### config.mk
export PLATFORM = sky130hd
export DESIGN_NAME = coproc_req_queue
export DESIGN_NICKNAME = d
export VERILOG_FILES = /design/src/rtl/coproc_req_queue.sv
export SDC_FILE = /design/constraint.sdc
export NUM_CORES = 1
export LEC_CHECK = 0
export ABC_AREA = 0
export BUFFER_PORTS_ARGS = -buffer_cell sky130_fd_sc_hd__buf_2
export CAP_MARGIN = 5
export CORE_ASPECT_RATIO = 0.8
export CORE_UTILIZATION = 45
export DETAILED_ROUTE_END_ITERATION = 7
export PLACE_DENSITY = 0.72
export SLEW_MARGIN = 40
export SYNTH_ARGS = -nofsm -noshare
export SYNTH_HDL_FRONTEND = slang
export SYNTH_SLANG_ARGS = --single-unit
### constraint.sdc
create_clock -name clk_i -period 6.8 [get_ports clk_i]
set_input_delay 1.7 -clock clk_i [delete_from_list [all_inputs] [get_ports clk_i]]
set_output_delay 1.7 -clock clk_i [all_outputs]
set_load 0.05 [all_outputs]
### src/rtl/coproc_req_queue.sv
// coproc_req_queue: request/response queue to a genfifo execution unit; COPROC_QUEUE_BYPASS_EN enables zero-latency bypass
module coproc_req_queue #(
    parameter int DEPTH        = 4,
    parameter int MAX_INFLIGHT = 2
) (
    input  logic        clk_i,
    input  logic        rst_i,
    input  logic        core_req_i,
    input  logic [95:0] core_rdata_bi,
    output logic        core_ack_o,
    output logic        exu_req_o,
    output logic [95:0] exu_rdata_bo,
    input  logic        exu_ack_i,
    input  logic        exu_resp_req_i,
    input  logic [31:0] exu_resp_wdata_bi,
    output logic        core_resp_req_o,
    output logic [31:0] core_resp_wdata_bo,
    input  logic        core_resp_ack_i,
    output logic        err_o
);
    localparam int AW = $clog2(DEPTH);
    localparam int RA = MAX_INFLIGHT > 1 ? $clog2(MAX_INFLIGHT) : 1;
`ifdef COPROC_QUEUE_BYPASS_EN
    localparam bit BYP = 1'b1;
`else
    localparam bit BYP = 1'b0;
`endif
    logic [95:0] req_mem [DEPTH];
    logic [31:0] resp_mem [2**RA];
    logic [AW:0] req_wp, req_rp;
    logic [RA:0] resp_wp, resp_rp, resp_cnt, inflight;
    logic req_empty, req_full, resp_empty, resp_full, issue_ok, issue;
    logic req_push, req_pop, resp_push, resp_pop, resp_acc, resp_err, err;
    always_comb begin
        req_empty          = req_wp == req_rp;
        req_full           = (req_wp[AW] != req_rp[AW]) && (req_wp[AW-1:0] == req_rp[AW-1:0]);
        resp_cnt           = resp_wp - resp_rp;
        resp_empty         = resp_cnt == '0;
        resp_full          = resp_cnt == (RA+1)'(MAX_INFLIGHT);
        issue_ok           = inflight < (RA+1)'(MAX_INFLIGHT);
        core_ack_o         = !req_full;
        exu_req_o          = (!req_empty || (BYP && core_req_i)) && issue_ok;
        exu_rdata_bo       = (BYP && req_empty) ? core_rdata_bi : req_mem[req_rp[AW-1:0]];
        issue              = exu_req_o && exu_ack_i;
        req_pop            = issue && !req_empty;
        // a bypassed request that is taken immediately never enters the FIFO
        req_push           = core_req_i && core_ack_o && !(BYP && req_empty && issue);
        core_resp_req_o    = !resp_empty || (BYP && exu_resp_req_i);
        core_resp_wdata_bo = (BYP && resp_empty) ? exu_resp_wdata_bi : resp_mem[resp_rp[RA-1:0]];
        resp_acc           = core_resp_req_o && core_resp_ack_i;
        resp_pop           = core_resp_ack_i && !resp_empty;
        resp_push          = exu_resp_req_i && !resp_full && !(BYP && resp_empty && core_resp_ack_i);
        resp_err           = exu_resp_req_i && (resp_full || inflight == resp_cnt);
        err_o              = err;
    end
    always_ff @(posedge clk_i) begin
        if (req_push) req_mem[req_wp[AW-1:0]] <= core_rdata_bi;
        if (resp_push) resp_mem[resp_wp[RA-1:0]] <= exu_resp_wdata_bi;
    end
    always_ff @(posedge clk_i) begin
        if (rst_i) begin
            req_wp   <= '0;
            req_rp   <= '0;
            resp_wp  <= '0;
            resp_rp  <= '0;
            inflight <= '0;
            err      <= 1'b0;
        end else begin
            if (req_push) req_wp <= req_wp + (AW+1)'(1);
            if (req_pop) req_rp <= req_rp + (AW+1)'(1);
            if (resp_push) resp_wp <= resp_wp + (RA+1)'(1);
            if (resp_pop) resp_rp <= resp_rp + (RA+1)'(1);
            inflight <= inflight + (RA+1)'(issue) - (RA+1)'(resp_acc);
            if (resp_err) err <= 1'b1;
        end
    end
endmodule

# ---- Word-level counts from Yosys, hierarchy flattened
# Memory sizes are Yosys's and may differ from the RTL's. A register that Yosys moved wholly into a read port is not among the register bits.
# Cells that the tools add are included.
dict set report totals {
  reg_bits 13
  mem_bits_rw 448
  inputBits 134
  wordCells 43
  mem_count 2
}
dict set report classes {
  add_sub_neg 7
  n_lt_le_gt_ge 1
  eq_ne 5
  mux 8
  reduce_logical 14
}
# memory words width rd rd_clocked_by_memory_dff wr line
set mem_list {}
lappend mem_list {req_mem 4 96 1 1 1 28} ;# logic [95:0] req_mem [DEPTH];
lappend mem_list {resp_mem 2 32 1 1 1 29} ;# logic [31:0] resp_mem [2**RA];
# operator n
set op_table {}
lappend op_table {{$logic_and A1 B1 Y1} 8}
lappend op_table {{$add A3 B1 Y3 const B} 2}
lappend op_table {{$mux W1} 6}
lappend op_table {{$add A2 B1 Y2 const B} 2}
lappend op_table {{$eq A2 B2 Y1} 2}
lappend op_table {{$logic_not A1 Y1} 4}
lappend op_table {{$mux W2} 2}
lappend op_table {{$eq A3 B3 Y1} 1}
lappend op_table {{$add A2 B1 Y2} 1}
lappend op_table {{$eq A2 B2 Y1 const B} 1}
lappend op_table {{$logic_not A2 Y1} 1}
lappend op_table {{$lt A2 B2 Y1 const B} 1}
lappend op_table {{$sub A2 B1 Y2} 1}
lappend op_table {{$sub A2 B2 Y2} 1}
lappend op_table {{$logic_or A1 B1 Y1} 1}
lappend op_table {{$ne A1 B1 Y1} 1}

# ---- Logic depth before layout (Yosys ltp)
dict set report logic_depth {
  ltp_word 7
  ltp_mapped 10
  mapped_depth_nobuf 10
}

# ---- Worst setup path after synthesis
# No wires, ideal clock.
dict set report synth_timing {
  path_kind {input to register}
  from {input port core_req_i}
  to {memory req_mem[3][0], enable pin}
  arrival_ns 4.223
  t_required_ns 6.334
  setup_slack_ns 2.111
  stages 2
  cell_sequence {o31a_1 > and2_1}
}
dict set report synth_via {
  elab_chain_cells 3
}
# item line
set synth_rtl {}
lappend synth_rtl {{start, declared} 8} ;# input logic core_req_i,
lappend synth_rtl {{$logic_and A1 B1 Y1} 47} ;# req_push = core_req_i && core_ack_o && !(BYP && req_empty && issue);
lappend synth_rtl {{$mux W1} 57} ;# if (req_push) req_mem[req_wp[AW-1:0]] <= core_rdata_bi;
lappend synth_rtl {{$mux W1 (not written as such)} 57}
lappend synth_rtl {{end, declared} 28}
# Every way passes these cells.

==> run metrics <==
Post-Layout Cell Count=around 1500; register bit total from synthesis=approximately 460; Worst-Skew Late Latency=between 0.5 and 0.6 ns; Initial Utilization=0.4577; first-pass GRT wire length=about 48000 µm; Clk pin slew, worst setup/hold paths=0.06 ns; clock network fraction of design power=0.300; outcome=complete, no violations; yosys warns=0; register area share after synthesis=0.8123; Tcrit/Tclk final=0.6492; post-synth design cell area=0.01696 mm²; count of final hold-check violations=0; RSZ-0062 raised after global routing=no; Slew Limit Fails=0; post-CTS setup buffer count=0; Final Util=0.5516; fillers=approximately 2800; routed vias=between 7000 and 8000; measured slew at the worst slew-check pin=a little over 0.6 ns; Post-Syn Nets=about 840; multi-input logic area=0.003023 mm²; Detail Route Antenna Nets=0; PostCTS Resize Cnt=0; vias in the first global route=between 8000 and 9000; die area=0.03847 mm²; Req. time, crit path=roughly 5 ns; Avg Inst Size Synth=24.47 µm²; RD Place Congestion=0.7539; CTS root buf=clkbuf_16; Top-Level Pins=~270; GRT Util Overall=0.1683; Die H=175.6 µm; antenna violations before repair=9; Hold WC Path Type=flop to flop; Design Power=0.008097 W; dpl cells=about 1400; register area=0.01378 mm²; critical path class=flop to output port; CTS tree=done; row count=63; Post-Synthesis Cells=roughly 690; DP HPWL=20280 µm; 1st-iter DRT viols=roughly 470; final worst path period need=between 4 and 5 ns; register share of total power=0.435; Core Box Area=roughly 0.037 mm²; wire length per cell=about 21 µm; fraction of layout cells with a size suffix above 1=0.4376; Setup crit start kind=flop; Static Leak=about 7.0 nW; Slew headroom=0.5881; CTS buffer count=44; maximum vdd drop=between 0.2 and 0.3 mV; largest net degree at the start of global routing=just over 50; Post-CTS Hold Buffers=0; H-tree depth=2; Internal Power=0.005471 W; Max clock buf depth=3; Max-cap violations=0; Max Clock Skew=about 0.013 ns; setup tns final=0 ns; pwr dens=slightly below 400 mW/mm²; total congestion overflow=0; wirelength, routed=approximately 32000 µm; Pre-antenna DRT Iters=5; Setup crit end kind=output port; Chip Width=219.0 µm; DRC viols=0; Setup-failing EPs final=0; IO Port Bufs=265; Unique masters post-synth=32; CTS sink cnt=between 400 and 500; CP Max Fanout=34; combinational fraction of design power=0.265; Net Sw Frac=0.3243; CP arrival=roughly 2.7 ns; fmax=about 230 MHz; Layout Nets=1134; DR vias/cell=5.177; Area Overhead vs Synth=20.51%; switching power=0.002626 W
## synth_stat cells
library cell	number	area [µm²]
a2111oi_2	1	15.01
a211oi_2	1	12.51
a21oi_1	2	10.01
a21oi_2	1	8.760
a31o_1	1	8.760
and2_1	4	25.02
buf_2	15	75.07
buf_4	4	30.03
clkbuf_1	8	30.03
dfxtp_1	16	320.3
edfxtp_1	448	13450
ha_1	8	100.1
inv_1	8	30.03
inv_2	2	7.510
mux2_1	32	360.4
mux2i_1	2	20.02
mux4_2	96	2162
nand2_1	1	3.750
nand2b_1	2	12.51
nand3_1	1	5.000
nor2_1	16	60.06
nor2b_1	2	12.51
nor3_1	1	5.000
nor3b_1	1	7.510
o211ai_2	1	12.51
o21ai_1	3	15.01
o311a_1	1	10.01
o31a_1	1	8.760
or3_1	1	6.260
xnor2_1	9	78.83
xnor3_2	1	23.77
xor2_1	3	26.28
## power by group through the flow
stage / logic [W] / registers (W) / clock network, W
final: 0.00214 / 0.00352 / 0.00243
after global routing: 0.00225 / 0.00355 / 0.00259
after CTS: 0.00218 / 0.00352 / 0.00249
after detailed placement: 0.00217 / 0.00359 / 0
after global placement: 0.00207 / 0.00363 / 0
after floorplan: 0.00170 / 0.00353 / 0
## worst max-delay path: stages, from the launching register on
cell and delay [ns]:
dfxtp_4 0.69, buf_12 0.29, buf_4 0.46, mux4_2 0.42, buf_2 0.24
## layout by cell type (no fill, tap or decap), drive strengths merged, types with 2 or more instances in the layout
cell type,instances
clkbuf,57
dfxtp,16
inv,12
a21oi,3
mux2i,2
edfxtp,448
clkinv,15
nand2b,2
nor2,16
ha,8
and2,4
o21ai,3
nor2b,2
mux4,96
xor2,3
xnor2,9
buf,280
diode,3
mux2,32
bufinv,6
## path summary, 6_finish.rpt
check | start | endpoint | slack, ns | cells after the start
max | flop | exu_rdata_bo[2] | 2.39 | 4
max reg2reg | req_wp[1] | req_mem[3][34] | 4.25 | 4
min reg2reg | req_wp[2] | req_wp[2] | 0.52 | 2
min | req_wp[2] | req_wp[2] | 0.52 | 2
## area by class of cell
type                       count  share of cell area
tap                          487             0.02982
antenna                        3           0.0003674
clock inverter                23             0.01390
inverter                      10            0.001837
sequential                   464              0.6746
timing repair buffer         280             0.07531
multi-input combinational    192              0.1479
clock buffer                  57             0.05627
## stage by stage
stage | instance area [µm²] | hold WS (ns) | setup slack [ns]
after floorplan | 16960 | 0.4861 | 2.111
after global placement | 18850 | 0.5079 | 2.693
after detailed placement | 18990 | 0.5209 | 2.932
after CTS | 20420 | 0.5311 | 2.337
after global routing | 20430 | 0.5445 | 2.273
final | 20430 | 0.5197 | 2.385
## cells by family after synthesis
group | Yosys count | synth area share
xor gates and xnor gates | 13 | 0.007601
AOI/OAI and AO/OA | 12 | 0.005977
DFF | 464 | 0.8123
muxes | 130 | 0.1499
adders and majority gates | 8 | 0.005903
buffers and inverters | 37 | 0.01018
and+or+nand+nor | 29 | 0.008116
## layer usage
metal	track usage	part of all wire
met5	0	0.0020
met3	0.05455	0.078
met2	0.2690	0.49
met1	0.2194	0.41
met4	0.05353	0.019
## registers in the layout, summed over array words and instances, names as in the netlist, named ones only
register  cells
req_wp        3
resp_rp       2
resp_mem     64
inflight      2
resp_wp       2
err_o         1
req_mem     384
req_rp        3
(Power assumes the default switching activity.)
